$ cat config.mk
export PLATFORM = sky130hd
export DESIGN_NAME = control_sequencer_flat
export DESIGN_NICKNAME = d
export VERILOG_FILES = /design/src/rtl/control_sequencer_if.sv /design/src/rtl/control_sequencer.sv /design/src/flat_wrapper.sv
export SDC_FILE = /design/constraint.sdc
export NUM_CORES = 1
export LEC_CHECK = 0
export BUFFER_PORTS_ARGS = -buffer_cell sky130_fd_sc_hd__clkbuf_2
export CAP_MARGIN = 20
export CORE_MARGIN = 2
export CORE_UTILIZATION = 40
export CTS_BUF_LIST = sky130_fd_sc_hd__clkbuf_8 sky130_fd_sc_hd__clkbuf_16
export DETAILED_ROUTE_END_ITERATION = 8
export PLACE_DENSITY = 0.77
export SLEW_MARGIN = 30
export SYNTH_ARGS = -nofsm -noshare
export SYNTH_HDL_FRONTEND = slang
export SYNTH_SLANG_ARGS = --single-unit
export TNS_END_PERCENT = 10
$ cat constraint.sdc
create_clock -name Clock -period 2.77 [get_ports Clock]
set_clock_uncertainty 0.1 [all_clocks]
set_input_delay 0.4155 -clock Clock [delete_from_list [all_inputs] [get_ports Clock]]
set_output_delay 0.4155 -clock Clock [all_outputs]
set_load 0.005 [all_outputs]
$ cat src/rtl/control_sequencer_if.sv
// Strobe and handshake bundle between the control sequencer
// and the mini-src datapath / memory.
interface control_sequencer_if #(
  parameter int DATA_WIDTH   = 32,
  parameter int REG_COUNT    = 16,
  parameter int ALU_OP_WIDTH = 5
);
  logic                    Run;
  logic                    Stop;
  logic                    MemDone;
  logic [DATA_WIDTH-1:0]   IR;

  logic                    PCout;
  logic                    ZLOout;
  logic                    ZHIout;
  logic                    MDRout;
  logic                    MARin;
  logic                    Zin;
  logic                    PCin;
  logic                    MDRin;
  logic                    IRin;
  logic                    Yin;
  logic                    LOin;
  logic                    HIin;
  logic                    IncrementPC;
  logic                    Read;
  logic [ALU_OP_WIDTH-1:0] ALUControl;
  logic [REG_COUNT-1:0]    Rin;
  logic [REG_COUNT-1:0]    Rout;
  logic                    Halted;
  logic                    Fault;
  logic                    IllegalOp;
  logic [3:0]              State;

  modport master (
    input  Run, Stop, MemDone, IR,
    output PCout, ZLOout, ZHIout, MDRout,
    output MARin, Zin, PCin, MDRin, IRin,
    output Yin, LOin, HIin,
    output IncrementPC, Read, ALUControl,
    output Rin, Rout,
    output Halted, Fault, IllegalOp, State
  );

  modport slave (
    output Run, Stop, MemDone, IR,
    input  PCout, ZLOout, ZHIout, MDRout,
    input  MARin, Zin, PCin, MDRin, IRin,
    input  Yin, LOin, HIin,
    input  IncrementPC, Read, ALUControl,
    input  Rin, Rout,
    input  Halted, Fault, IllegalOp, State
  );
endinterface

$ cat src/rtl/control_sequencer.sv
// Hardwired fetch/execute sequencer for the mini-src datapath:
// Moore strobes, memory-done wait with timeout, HI/LO two-word ops.
module control_sequencer #(
  parameter int DATA_WIDTH    = 32,
  parameter int REG_COUNT     = 16,
  parameter int REG_SEL_WIDTH = 4,
  parameter int ALU_OP_WIDTH  = 5,
  parameter int MEM_TIMEOUT   = 15
) (
  input logic                 Clock,
  input logic                 Clear,
  control_sequencer_if.master bus
);

  localparam int RSW   = REG_SEL_WIDTH;
  localparam int RA_HI = DATA_WIDTH - 6;
  localparam int RB_HI = RA_HI - RSW;
  localparam int RC_HI = RB_HI - RSW;
  localparam int LO_HI = RC_HI - RSW;

  typedef enum logic [3:0] {
    IDLE   = 4'd0,
    FETCH0 = 4'd1,
    FETCH1 = 4'd2,
    FETCH2 = 4'd3,
    EXEC3  = 4'd4,
    EXEC4  = 4'd5,
    EXEC5  = 4'd6,
    EXEC6  = 4'd7,
    HALT   = 4'd8,
    FAULT  = 4'd9
  } state_t;

  typedef enum logic [2:0] {
    K_ALU,
    K_MULDIV,
    K_NOP,
    K_HALT,
    K_ILLEGAL
  } kind_t;

  state_t           state;
  state_t           boundary;
  logic [7:0]       wait_cnt;
  logic             first_q;
  kind_t            kind_q;
  logic             bad_q;
  logic [4:0]       op_q;
  logic [RSW-1:0]   ra_q;
  logic [RSW-1:0]   rc_q;

  logic [4:0]       ir_op;
  logic [RSW-1:0]   ir_ra;
  logic [RSW-1:0]   ir_rb;
  logic [RSW-1:0]   ir_rc;
  kind_t            kind_d;
  logic             bad_d;
  logic             unused_ir;

  assign ir_op     = bus.IR[DATA_WIDTH-1 -: 5];
  assign ir_ra     = bus.IR[RA_HI -: RSW];
  assign ir_rb     = bus.IR[RB_HI -: RSW];
  assign ir_rc     = bus.IR[RC_HI -: RSW];
  assign unused_ir = ^bus.IR[LO_HI:0];

  function automatic kind_t kind_of(
    input logic [4:0] op
  );
    kind_t k;
    k = K_ILLEGAL;
    unique case (1'b1)
      (op < 5'd16):   k = K_ALU;
      (op == 5'd16),
      (op == 5'd17):  k = K_MULDIV;
      (op == 5'd26):  k = K_NOP;
      (op == 5'd27):  k = K_HALT;
      default:        k = K_ILLEGAL;
    endcase
    return k;
  endfunction

  function automatic logic idx_bad(
    input logic [RSW-1:0] idx
  );
    return 32'(idx) >= 32'(REG_COUNT);
  endfunction

  function automatic logic [REG_COUNT-1:0] onehot(
    input logic [RSW-1:0] idx,
    input logic           en
  );
    logic [REG_COUNT-1:0] v;
    v = '0;
    for (int i = 0; i < REG_COUNT; i++) begin
      v[i] = en && (32'(idx) == 32'(i));
    end
    return v;
  endfunction

  assign kind_d = kind_of(ir_op);

  // Only fields the instruction actually uses can make it bad.
  always_comb begin
    bad_d = 1'b0;
    unique case (kind_d)
      K_ALU:    bad_d = idx_bad(ir_ra) ||
                        idx_bad(ir_rb) ||
                        idx_bad(ir_rc);
      K_MULDIV: bad_d = idx_bad(ir_rb) ||
                        idx_bad(ir_rc);
      default:  bad_d = 1'b0;
    endcase
  end

  assign boundary = (bus.Stop || !bus.Run)
                  ? IDLE : FETCH0;

  always_ff @(posedge Clock or posedge Clear) begin
    if (Clear) begin
      state    <= IDLE;
      wait_cnt <= '0;
      first_q  <= 1'b0;
      kind_q   <= K_NOP;
      bad_q    <= 1'b0;
      op_q     <= '0;
      ra_q     <= '0;
      rc_q     <= '0;
    end else begin
      unique case (state)
        IDLE: begin
          if (bus.Run) state <= FETCH0;
        end
        FETCH0: begin
          state    <= FETCH1;
          wait_cnt <= '0;
          first_q  <= 1'b1;
        end
        FETCH1: begin
          first_q <= 1'b0;
          if (bus.MemDone) begin
            state <= FETCH2;
          end else begin
            wait_cnt <= wait_cnt + 8'd1;
            if (wait_cnt == 8'(MEM_TIMEOUT - 1))
              state <= FAULT;
          end
        end
        FETCH2: state <= EXEC3;
        EXEC3: begin
          kind_q <= kind_d;
          bad_q  <= bad_d;
          op_q   <= ir_op;
          ra_q   <= ir_ra;
          rc_q   <= ir_rc;
          unique case (kind_d)
            K_ALU,
            K_MULDIV: state <= EXEC4;
            K_HALT:   state <= HALT;
            default:  state <= boundary;
          endcase
        end
        EXEC4: state <= EXEC5;
        EXEC5: begin
          if (kind_q == K_MULDIV) state <= EXEC6;
          else                    state <= boundary;
        end
        EXEC6: state <= boundary;
        HALT:  state <= HALT;
        FAULT: state <= FAULT;
        default: state <= IDLE;
      endcase
    end
  end

  // Strobes decode the registered state; IR is datapath state.
  always_comb begin
    bus.PCout       = 1'b0;
    bus.ZLOout      = 1'b0;
    bus.ZHIout      = 1'b0;
    bus.MDRout      = 1'b0;
    bus.MARin       = 1'b0;
    bus.Zin         = 1'b0;
    bus.PCin        = 1'b0;
    bus.MDRin       = 1'b0;
    bus.IRin        = 1'b0;
    bus.Yin         = 1'b0;
    bus.LOin        = 1'b0;
    bus.HIin        = 1'b0;
    bus.IncrementPC = 1'b0;
    bus.Read        = 1'b0;
    bus.ALUControl  = '0;
    bus.Rin         = '0;
    bus.Rout        = '0;
    bus.Halted      = 1'b0;
    bus.Fault       = 1'b0;
    bus.IllegalOp   = 1'b0;
    unique case (state)
      FETCH0: begin
        bus.PCout       = 1'b1;
        bus.MARin       = 1'b1;
        bus.IncrementPC = 1'b1;
        bus.Zin         = 1'b1;
      end
      FETCH1: begin
        bus.ZLOout = first_q;
        bus.PCin   = first_q;
        bus.Read   = 1'b1;
        bus.MDRin  = 1'b1;
      end
      FETCH2: begin
        bus.MDRout = 1'b1;
        bus.IRin   = 1'b1;
      end
      EXEC3: begin
        if (kind_d == K_ALU || kind_d == K_MULDIV) begin
          bus.Rout = onehot(ir_rb, !bad_d);
          bus.Yin  = 1'b1;
        end
        bus.IllegalOp = (kind_d == K_ILLEGAL) || bad_d;
      end
      EXEC4: begin
        bus.Rout       = onehot(rc_q, !bad_q);
        bus.Zin        = 1'b1;
        bus.ALUControl = ALU_OP_WIDTH'(op_q);
      end
      EXEC5: begin
        bus.ZLOout = 1'b1;
        if (kind_q == K_MULDIV) bus.LOin = 1'b1;
        else bus.Rin = onehot(ra_q, !bad_q);
      end
      EXEC6: begin
        bus.ZHIout = 1'b1;
        bus.HIin   = 1'b1;
      end
      HALT:    bus.Halted = 1'b1;
      FAULT:   bus.Fault  = 1'b1;
      default: ;
    endcase
  end

  assign bus.State = state;

endmodule

$ cat src/flat_wrapper.sv
// flat-port wrapper written by rule: the top's interface ports become plain ports
module control_sequencer_flat 
#(
  parameter int DATA_WIDTH    = 32,
  parameter int REG_COUNT     = 16,
  parameter int REG_SEL_WIDTH = 4,
  parameter int ALU_OP_WIDTH  = 5,
  parameter int MEM_TIMEOUT   = 15
)
  (Clock, Clear, bus_Run, bus_Stop, bus_MemDone, bus_IR, bus_PCout, bus_ZLOout, bus_ZHIout, bus_MDRout, bus_MARin, bus_Zin, bus_PCin, bus_MDRin, bus_IRin, bus_Yin, bus_LOin, bus_HIin, bus_IncrementPC, bus_Read, bus_ALUControl, bus_Rin, bus_Rout, bus_Halted, bus_Fault, bus_IllegalOp, bus_State);
  control_sequencer_if #(.DATA_WIDTH(DATA_WIDTH), .REG_COUNT(REG_COUNT), .ALU_OP_WIDTH(ALU_OP_WIDTH)) bus_i ();
  input logic Clock;
  input logic Clear;
  input wire logic [$bits(bus_i.Run)-1:0] bus_Run;
  input wire logic [$bits(bus_i.Stop)-1:0] bus_Stop;
  input wire logic [$bits(bus_i.MemDone)-1:0] bus_MemDone;
  input wire logic [$bits(bus_i.IR)-1:0] bus_IR;
  output wire logic [$bits(bus_i.PCout)-1:0] bus_PCout;
  output wire logic [$bits(bus_i.ZLOout)-1:0] bus_ZLOout;
  output wire logic [$bits(bus_i.ZHIout)-1:0] bus_ZHIout;
  output wire logic [$bits(bus_i.MDRout)-1:0] bus_MDRout;
  output wire logic [$bits(bus_i.MARin)-1:0] bus_MARin;
  output wire logic [$bits(bus_i.Zin)-1:0] bus_Zin;
  output wire logic [$bits(bus_i.PCin)-1:0] bus_PCin;
  output wire logic [$bits(bus_i.MDRin)-1:0] bus_MDRin;
  output wire logic [$bits(bus_i.IRin)-1:0] bus_IRin;
  output wire logic [$bits(bus_i.Yin)-1:0] bus_Yin;
  output wire logic [$bits(bus_i.LOin)-1:0] bus_LOin;
  output wire logic [$bits(bus_i.HIin)-1:0] bus_HIin;
  output wire logic [$bits(bus_i.IncrementPC)-1:0] bus_IncrementPC;
  output wire logic [$bits(bus_i.Read)-1:0] bus_Read;
  output wire logic [$bits(bus_i.ALUControl)-1:0] bus_ALUControl;
  output wire logic [$bits(bus_i.Rin)-1:0] bus_Rin;
  output wire logic [$bits(bus_i.Rout)-1:0] bus_Rout;
  output wire logic [$bits(bus_i.Halted)-1:0] bus_Halted;
  output wire logic [$bits(bus_i.Fault)-1:0] bus_Fault;
  output wire logic [$bits(bus_i.IllegalOp)-1:0] bus_IllegalOp;
  output wire logic [$bits(bus_i.State)-1:0] bus_State;
  assign bus_i.Run = bus_Run;
  assign bus_i.Stop = bus_Stop;
  assign bus_i.MemDone = bus_MemDone;
  assign bus_i.IR = bus_IR;
  assign bus_PCout = bus_i.PCout;
  assign bus_ZLOout = bus_i.ZLOout;
  assign bus_ZHIout = bus_i.ZHIout;
  assign bus_MDRout = bus_i.MDRout;
  assign bus_MARin = bus_i.MARin;
  assign bus_Zin = bus_i.Zin;
  assign bus_PCin = bus_i.PCin;
  assign bus_MDRin = bus_i.MDRin;
  assign bus_IRin = bus_i.IRin;
  assign bus_Yin = bus_i.Yin;
  assign bus_LOin = bus_i.LOin;
  assign bus_HIin = bus_i.HIin;
  assign bus_IncrementPC = bus_i.IncrementPC;
  assign bus_Read = bus_i.Read;
  assign bus_ALUControl = bus_i.ALUControl;
  assign bus_Rin = bus_i.Rin;
  assign bus_Rout = bus_i.Rout;
  assign bus_Halted = bus_i.Halted;
  assign bus_Fault = bus_i.Fault;
  assign bus_IllegalOp = bus_i.IllegalOp;
  assign bus_State = bus_i.State;
  control_sequencer #(.DATA_WIDTH(DATA_WIDTH), .REG_COUNT(REG_COUNT), .REG_SEL_WIDTH(REG_SEL_WIDTH), .ALU_OP_WIDTH(ALU_OP_WIDTH), .MEM_TIMEOUT(MEM_TIMEOUT)) u_core (.Clock(Clock), .Clear(Clear), .bus(bus_i));
endmodule
==> reports/metrics.csv <==
stage,metric,value,unit
placed_design,place_congestion,0.815,
floorplanning,start_util,0.417,
routing,wire_per_inst,13.5,µm
setup_path,r2r-end,u_core.wait_cnt[7],
outcome,status,"complete, no violations",
global_routing,grt_pass1_wl,8.25,mm
global_routing,grt_pass1_vias,1834,
sta,fmax,0.392,GHz
synthesis,synth_nets,291,
routing,drtIter0Drc,122,
placed_design,portBuffers,79,
global_routing,track_usage,0.195,
sta,tightestPinTransition,0.538,ns
floorplanning,die-area,0.00554,mm²
final_layout,final_net_count,371,
routing,wirelength,5.38,mm
floorplanning,core_area,0.00475,mm²
setup_path,crit_arrival,2.04,ns
synthesis,syn_avg_cell_area,7.87,µm²
placed_design,post_dp_cell_area,0.00244,mm²
sta,period_share,0.921,
synthesis,netlist_area,0.00198,mm²
clock_tree,cts_setup_buffers,0,
setup_path,worstSetupStartpointType,flip-flop,
final_layout,drive_above_1_share,0.315,
floorplanning,ios,95,
clock_tree,cts.repair.resized,0,
routing,drtPass1Iterations,4,
flow_run,cap_violations,0,
synthesis,synth_seq_cells,29,
floorplanning,placementRows,25,
floorplanning,die_y,74.4,µm
clock_tree,cts_num_sinks,29,
setup_path,reg2reg_depth,5,
sta,setup_ws,0.218,ns
final_layout,post-route-util,0.532,
sta,slew_violations,0,
clock_tree,cts_tree,yes,
global_routing,antenna_found_initial,0,
clock_tree,clock-root-buffer,clkbuf_8,
clock_tree,cts_buffers,5,
final_layout,nFillCells,478,
power_and_ir_drop,peakVddDrop,334,µV
synthesis,synthArstFlopShare,1.00,
global_routing,grt-ovfl-total,0,
power_and_ir_drop,p_per_area,825,mW/mm²
sta,setup_tns,0,ns
placed_design,detailedPlace.worstSlack,0.512,ns
sta,finalHoldViolCount,0,
sta,rsz0062_at_grt,no,
placed_design,hpwlAfterDp,4.03,mm
setup_path,required,2.25,ns
final_layout,finalInstanceArea,0.00253,mm²
setup_path,cp_max_fo,4,
min_path,holdCritPathClass,in2async,
synthesis,synthFlopType,dfrtp_1,
synthesis,yosysUniqueCellTypes,47,
synthesis,synth_cells,252,
clock_tree,cts_hold_buf,0,
synthesis,yosys_warnings,0,
synthesis,synth_edf_count,0,
routing,vias_per_cell,5.27,
sta,setup_violations,0,
power_and_ir_drop,p_leak,1.26,nW
final_layout,syn2layout_area_growth,27.6,%
floorplanning,die_w,74.4,µm
setup_path,crit_path_end_kind,primary output,
clock_tree,clk_path_buf_depth,2,
sta,timing.slew.headroom,0.641,
sta,fin_hold_ws,0.0752,ns
clock_tree,path_clk_slew,0.06,ns
synthesis,ys_seq_area_frac,0.366,
global_routing,grt_max_degree,30,
final_layout,antenna-diode-count,0,
setup_path,critPathKind,reg2out,
routing,drc,0,
sta,period_needed,2.55,ns
setup_path,rrSetupSlack,0.84,ns
clock_tree,insertion_delay,0.28,ns
clock_tree,cts_htree_levels,2,
setup_path,reg2reg_from,u_core.bus.State[0],
routing,ant_nets,0,
routing,via_count,2106,
## cells in the mapped netlist, drive strengths merged, types with 3 or more instances
master  instances  share of area
o21ai           8          0.020
xor2            3          0.013
xnor2           3          0.013
and2            7          0.022
a211oi          3          0.011
nand2b         10          0.032
or4             4          0.017
nor2           39          0.074
nand3           9          0.023
nand3b          7          0.026
o22ai          20          0.063
nand2          51          0.096
buf             8          0.032
nor3            3         0.0076
or2             4          0.013
clkbuf          7          0.013
dfrtp          28           0.35
## flip-flops by register name, summed over array words and instances (netlist names)
signal / flops
u_core.wait_cnt: 8
u_core.op_q: 5
u_core.bus.State: 4
u_core.ra_q: 4
u_core.rc_q: 4
u_core.kind_q: 3
u_core.first_q: 1
## critical path: stages, from the launching register on
cell and delay (ns):
dfrtp_1 0.37, or4b_4 0.55, or4_4 0.53, o22ai_1 0.17, clkbuf_2 0.14
## cells in the final DEF, fill, tap and decap left out, types with 4 or more instances in the layout
| master | synthesis | final |
|---|---|---|
| inv_1 | 2 | 4 |
| o21ai_0 | 8 | 8 |
| o22ai_1 | 20 | 20 |
| nand3_1 | 9 | 9 |
| nand2b_1 | 10 | 10 |
| dfrtp_1 | 28 | 28 |
| and2_1 | 7 | 7 |
| nand3b_1 | 7 | 7 |
| clkbuf_2 | 0 | 79 |
| clkbuf_8 | 0 | 6 |
| nor2_1 | 39 | 39 |
| buf_4 | 5 | 9 |
| or2_2 | 4 | 4 |
| nand2_1 | 51 | 51 |
## power breakdown
group	internal, mW	leakage (nW)	switching, mW
clock	0.195	0.0538	0.156
combinational	0.421	0.838	0.614
sequential	0.582	0.369	0.119
## layer usage
metal | part of all wire | vias up | track usage | routed length, µm
li1 | - | 1045 | - | -
met1 | 0.44 | 978 | 0.244 | 2360
met4 | 0.015 | 0 | 0.0833 | 82
met5 | 0 | - | 0 | 0
met3 | 0.060 | 7 | 0.0352 | 321
met2 | 0.49 | 76 | 0.330 | 2620
## cells by family (layout without fill, tap and decap cells)
group / Yosys count / after routing / share of synthesized area
xor gates and xnor gates: 6 / 6 / 0.0265
muxes: 1 / 1 / 0.00504
DFF: 29 / 29 / 0.366
buffers and inverters: 17 / 98 / 0.0492
AOI/OAI and AO/OA: 45 / 45 / 0.152
and+or+nand+nor: 152 / 152 / 0.388
adders and majority gates: 2 / 2 / 0.0126
## worst max path at each step
stage | startpoint | endpoint | slack, ns | cells after the start
global route | u_core.bus.State[0] | bus_Rout[0] | 0.18 | 4
floorplan | u_core.bus.State[1] | bus_Rout[0] | 0.44 | 5
detailed placement | u_core.bus.State[0] | bus_Rout[0] | 0.51 | 4
global placement | u_core.bus.State[0] | bus_Rout[0] | 0.55 | 4
CTS | u_core.bus.State[0] | bus_Rout[0] | 0.21 | 4
finish | u_core.bus.State[0] | bus_Rout[0] | 0.22 | 4
## cell type report
class,instances,area [µm²],area share
well taps,67,83.8,0.0331
flip-flops and latches,29,727,0.287
inverters,2,7.51,0.00297
repair buffers,88,463,0.183
clock inverters,2,7.51,0.00297
clock buffers,6,82.6,0.0326
multi-input cells,206,1160,0.458
## metrics by stage
| stage | power (mW) | std cells |
|---|---|---|
| after CTS | 2.09 | 400 |
| after global routing | 2.26 | 400 |
| final | 2.09 | 400 |
| after detailed placement | 1.74 | 392 |
| after floorplan | 1.43 | 252 |
| after global placement | 1.71 | 392 |
(Power assumes the default switching activity.)
